File: config.mk
export PLATFORM = sky130hd
export DESIGN_NAME = mem_wb_buffer
export DESIGN_NICKNAME = d
export VERILOG_FILES = /design/src/rtl/mem_wb_buffer.sv
export SDC_FILE = /design/constraint.sdc
export NUM_CORES = 1
export LEC_CHECK = 0
export ABC_AREA = 1
export BUFFER_PORTS_ARGS = -buffer_cell sky130_fd_sc_hd__clkbuf_2
export CORE_MARGIN = 4
export CORE_UTILIZATION = 35
export DETAILED_ROUTE_END_ITERATION = 8
export PLACE_DENSITY = 0.53
export SLEW_MARGIN = 5
export SYNTH_ARGS = -nofsm -noshare
export SYNTH_HDL_FRONTEND = slang
export SYNTH_SLANG_ARGS = --single-unit
File: constraint.sdc
create_clock -name clk -period 4.62 [get_ports clk]
set_input_delay 0.231 -clock clk [delete_from_list [all_inputs] [get_ports clk]]
set_output_delay 0.231 -clock clk [all_outputs]
set_load 0.01 [all_outputs]
File: src/rtl/mem_wb_buffer.sv
// D-cache write-back buffer: circular FIFO of evicted lines drained to unified memory by a 3-state FSM.
// Define MEM_WB_FWD_EN to forward buffered lines to fills instead of stalling on an address match.
module mem_wb_buffer #(
  parameter int DEPTH = 4
) (
  input  logic        clk,
  input  logic        rst,
  input  logic        wb_we,
  input  logic [13:0] wb_addr,
  input  logic [63:0] wb_data,
  output logic        wb_full,
  input  logic        rd_req,
  input  logic [13:0] rd_addr,
  output logic        rd_hit,
  output logic [63:0] rd_data,
  output logic        rd_stall,
  output logic [13:0] u_addr,
  output logic [63:0] u_wdata,
  output logic        u_we,
  input  logic        u_rdy,
  output logic        empty,
  output logic [3:0]  count
);

  localparam int PW = (DEPTH > 1) ? $clog2(DEPTH) : 1;

  typedef enum logic [1:0] {IDLE, WRITE, DONE} state_t;

  state_t        state, state_next;
  logic [13:0]   addr_mem [DEPTH];
  logic [63:0]   data_mem [DEPTH];
  logic [PW-1:0] head, tail;
  logic [3:0]    cnt;
  logic          push, pop, match;

  // Status comes only from registered occupancy, so a same-edge pop never frees a slot early.
  assign wb_full = (cnt == 4'(DEPTH));
  assign empty   = (cnt == 4'd0);
  assign count   = cnt;
  assign push    = wb_we && !wb_full && !rst;
  assign pop     = (state == WRITE) && u_rdy;

  always_ff @(posedge clk) begin
    // NOTE: sequential state uses non-blocking assignments so every register samples pre-edge values.
    if (rst) begin
      head  <= '0;
      tail  <= '0;
      cnt   <= 4'd0;
      state <= IDLE;
    end else begin
      state <= state_next;
      if (push) tail <= tail + PW'(1);
      if (pop)  head <= head + PW'(1);
      cnt <= cnt + 4'(push) - 4'(pop);
    end
  end

  // NOTE: line storage is not reset; validity is defined purely by head/count, which are.
  always_ff @(posedge clk) begin
    if (push) begin
      addr_mem[tail] <= wb_addr;
      data_mem[tail] <= wb_data;
    end
  end

  always_comb begin
    // NOTE: default assigned first so no path through the case infers a latch.
    state_next = state;
    unique case (state)
      IDLE:    if (!empty) state_next = WRITE;
      WRITE:   if (u_rdy)  state_next = DONE;
      DONE:    state_next = IDLE;
      default: state_next = IDLE;
    endcase
  end

  // Head stays put for the whole WRITE phase, so address and data are stable until the pop.
  assign u_we    = (state == WRITE);
  assign u_addr  = empty ? 14'd0 : addr_mem[head];
  assign u_wdata = empty ? 64'd0 : data_mem[head];

`ifdef MEM_WB_FWD_EN
  logic [63:0] match_data;
`endif

  // Scan oldest to youngest so the last match seen is the youngest copy of the line.
  always_comb begin
    match = 1'b0;
`ifdef MEM_WB_FWD_EN
    match_data = '0;
`endif
    for (int k = 0; k < DEPTH; k++) begin
      if (4'(k) < cnt && addr_mem[head + PW'(k)] == rd_addr) begin
        match = 1'b1;
`ifdef MEM_WB_FWD_EN
        match_data = data_mem[head + PW'(k)];
`endif
      end
    end
  end

`ifdef MEM_WB_FWD_EN
  assign rd_hit   = rd_req && match;
  assign rd_data  = rd_hit ? match_data : 64'd0;
  assign rd_stall = rd_req && (state == WRITE) && !match;
`else
  // Without forwarding a fill of a buffered line must wait until that line reaches memory.
  assign rd_hit   = 1'b0;
  assign rd_data  = 64'd0;
  assign rd_stall = rd_req && ((state == WRITE) || match);
`endif

endmodule

==> out/metrics.yaml <==
placed_design:
  place_ws_ns: 1.91
  hpwl_um: 26000
  port_buffers: 182
  gp_congestion: 0.919
sta:
  slew_headroom_pct: 34.9
  period_minus_slack_ns: 3.36
  fin_skew_ns: 0.0291
  setup_ws_ns: 1.26
  fmax_mhz: 298
  final_max_slew_viol_count: 0
  rsz0062_at_grt: "no"
  holdWs_ns: 0.0386
  period_share_pct: 72.7
  finalSetupViolations: 0
  hold_violations: 0
  tightestPinTransition_ns: 0.976
setup_path:
  endpoint_kind: "output pin"
  arrival_ns: 3.13
  startpoint_type: "register"
  cp.required_ns: 4.39
  critical_path_peak_fanout: 33
  crit_type: "reg2out"
clock_tree:
  cts_tree: "yes"
  cts_resized: 0
  insertion_delay_ns: 0.56
  postCtsSetupBuffers: 0
  path_clk_slew_ns: 0.06
  htreeDepth: 2
  cts_sinks: 324
  cts_buffers: 37
  cts-root-buf: "clkbuf_16"
  clock_path_buffers: 3
run:
  cap_violations: 0
detailed_routing:
  wire_per_inst_um: 16.9
  remaining_drc_errors: 0
  drt-total-wl_um: 42500
  first_pass_iters: 5
  drt_iter0_drc: 747
  vias_per_cell: 4.76
  final_antenna_net_count: 0
  num_vias: 12000
power:
  clockPowerShare_pct: 29.1
  pwr-share-comb_pct: 33.9
  switching_power_mw: 3.44
  leakagePower_nw: 7.68
  power_density_nw_per_um2: 503
  p_seq_share_pct: 37.0
  swShare_pct: 36.6
  ir_drop_mv: 0.352
  p_int_mw: 5.96
synth:
  synthCells: 1661
  ys_ff_latch: 324
  synth_top_cells_by_count: "nand2_1, nor2_1, edfxtp_1"
  yosys-top-cells-area: "edfxtp_1, nand2_1, nor2_1, o21ai_0, buf_4"
  synth_most_common_cell: "nand2_1"
  yosysWarnings: 0
  synth.largest_area_cell: "edfxtp_1"
  netlist_area_um2: 15500
  ys_types: 26
  synth_edf_count: 312
  async_reset_ff_share_pct: 0
  yosys.area.top_type_share_pct: 60.3
  ys_seq_area_share_pct: 61.8
  syn_avg_cell_area_um2: 9.36
  ys.flop_type: "edfxtp_1"
grt:
  grt_max_degree: 139
  grt_usage_pct: 17.4
  antenna_found_initial: 2
  grt_pass1_wl_um: 65200
  overflow: 0
  grt_pass1_vias: 11600
status:
  status: "completed"
die:
  core_region_area_um2: 43500
  row_count: 76
  dieArea_um2: 47800
  die_w_um: 219
  ios: 248
  die_y_um: 219
  start_util_pct: 35.8
finish:
  fin_nets: 2004
  drive_gt1_share_pct: 13.7
  nFillCells: 4247
  area_delta_synth_final_pct: 20.1
worst_hold_path:
  min_path_type: "in2reg"
-- cells by family (layout without fill, tap and decap cells) --
kind of cell    after synthesis  in the layout  synth area share [%]
fa+ha+maj                    11             11                 0.934
flops                       324            324                  61.8
other cells                   1             68                0.0241
simple gates                881            881                  22.1
compound gates              232            232                  7.53
xor+xnor                      3              3                 0.169
buf+inv                     209            405                  7.41
-- state kept, by name (all words and copies together), names as in the netlist, named ones only --
name / cells
head: 2
addr_mem: 56
count: 4
tail: 2
state: 2
data_mem: 256
-- layout by cell type, fill, tap and decap left out, types with 10 or more instances in the layout --
cell type / netlist / final
nand3_1: 97 / 97
a21oi_1: 76 / 76
o21ai_0: 145 / 145
buf_4: 81 / 11
edfxtp_1: 312 / 312
nor2_1: 316 / 312
nand2_1: 464 / 464
conb_1: 1 / 65
ha_1: 10 / 10
inv_1: 59 / 58
dlygate4sd3_1: 0 / 80
clkbuf_2: 0 / 182
clkbuf_16: 0 / 38
clkbuf_1: 29 / 11
-- power groups by stage --
stage | Combinational [mW] | Sequential (mW) | Clock (mW)
floorplan | 2.01 | 3.52 | 0
global placement | 3.15 | 3.53 | 0
detailed placement | 3.16 | 3.54 | 0
CTS | 3.23 | 3.47 | 2.82
global route | 3.58 | 3.49 | 2.96
finish | 3.19 | 3.47 | 2.74
-- through the flow --
stage	setup TNS, ns	util [%]	cell area (µm²)	total power [mW]	instances
2_1_floorplan	-16.35	-	15800	5.52	1725
3_3_place_gp	0	38.5	16700	6.68	2362
3_5_place_dp	0	38.5	16700	6.69	2362
4_1_cts	0	43.0	18700	9.52	2506
5_1_grt	0	43.0	18700	10.0	2508
6_report	0	43.0	18700	9.40	2509
-- final timing paths --
kind | endpoint | slack [ns] | cells after the start | start
setup / recovery | rd_stall | 1.26 | 14 | head[0]
hold / removal | tail[0] | 0.04 | 3 | wb_we
setup reg to reg | data_mem[1][51] | 2.01 | 6 | count[3]
hold reg to reg | state[0] | 0.52 | 3 | state[1]
-- metal layers --
| metal | part of all wire [%] | track usage, % |
|---|---|---|
| met1 | 45 | 23.5 |
| met2 | 47 | 28.8 |
| met3 | 6.9 | 4.05 |
| met4 | 1.9 | 4.09 |
| met5 | 0 | 0 |
-- critical path, cell delays in order, from the launching register on --
cell and delay (ns):
dfxtp_2 0.36, inv_2 0.34, nand2_1 0.16, nand2_2 0.53, nand2_1 0.16, nand3_1 0.12
nand2_1 0.07, nor2_1 0.20, nand2_1 0.07, nor2_1 0.11, nand2_1 0.07, nand3_1 0.07
nor2_1 0.07, nor2_1 0.09, clkbuf_2 0.14
-- what timing repair did --
action                     in CTS  in global routing
setup endpoints to repair       0                  0
hold endpoints to repair      317                  0
hold buffers                   80                  0
-- area by class of cell --
type | count | area, µm² | share of cell area (%)
flip-flops and latches | 324 | 9620 | 51.5
multi-input cells | 1192 | 5050 | 27.1
repair buffers | 278 | 1890 | 10.1
clock buffers | 49 | 992 | 5.31
well taps | 585 | 732 | 3.92
inverters | 63 | 241 | 1.29
clock inverters | 15 | 134 | 0.717
diodes | 3 | 7.51 | 0.0402
Power figures use the tool's default switching activity.
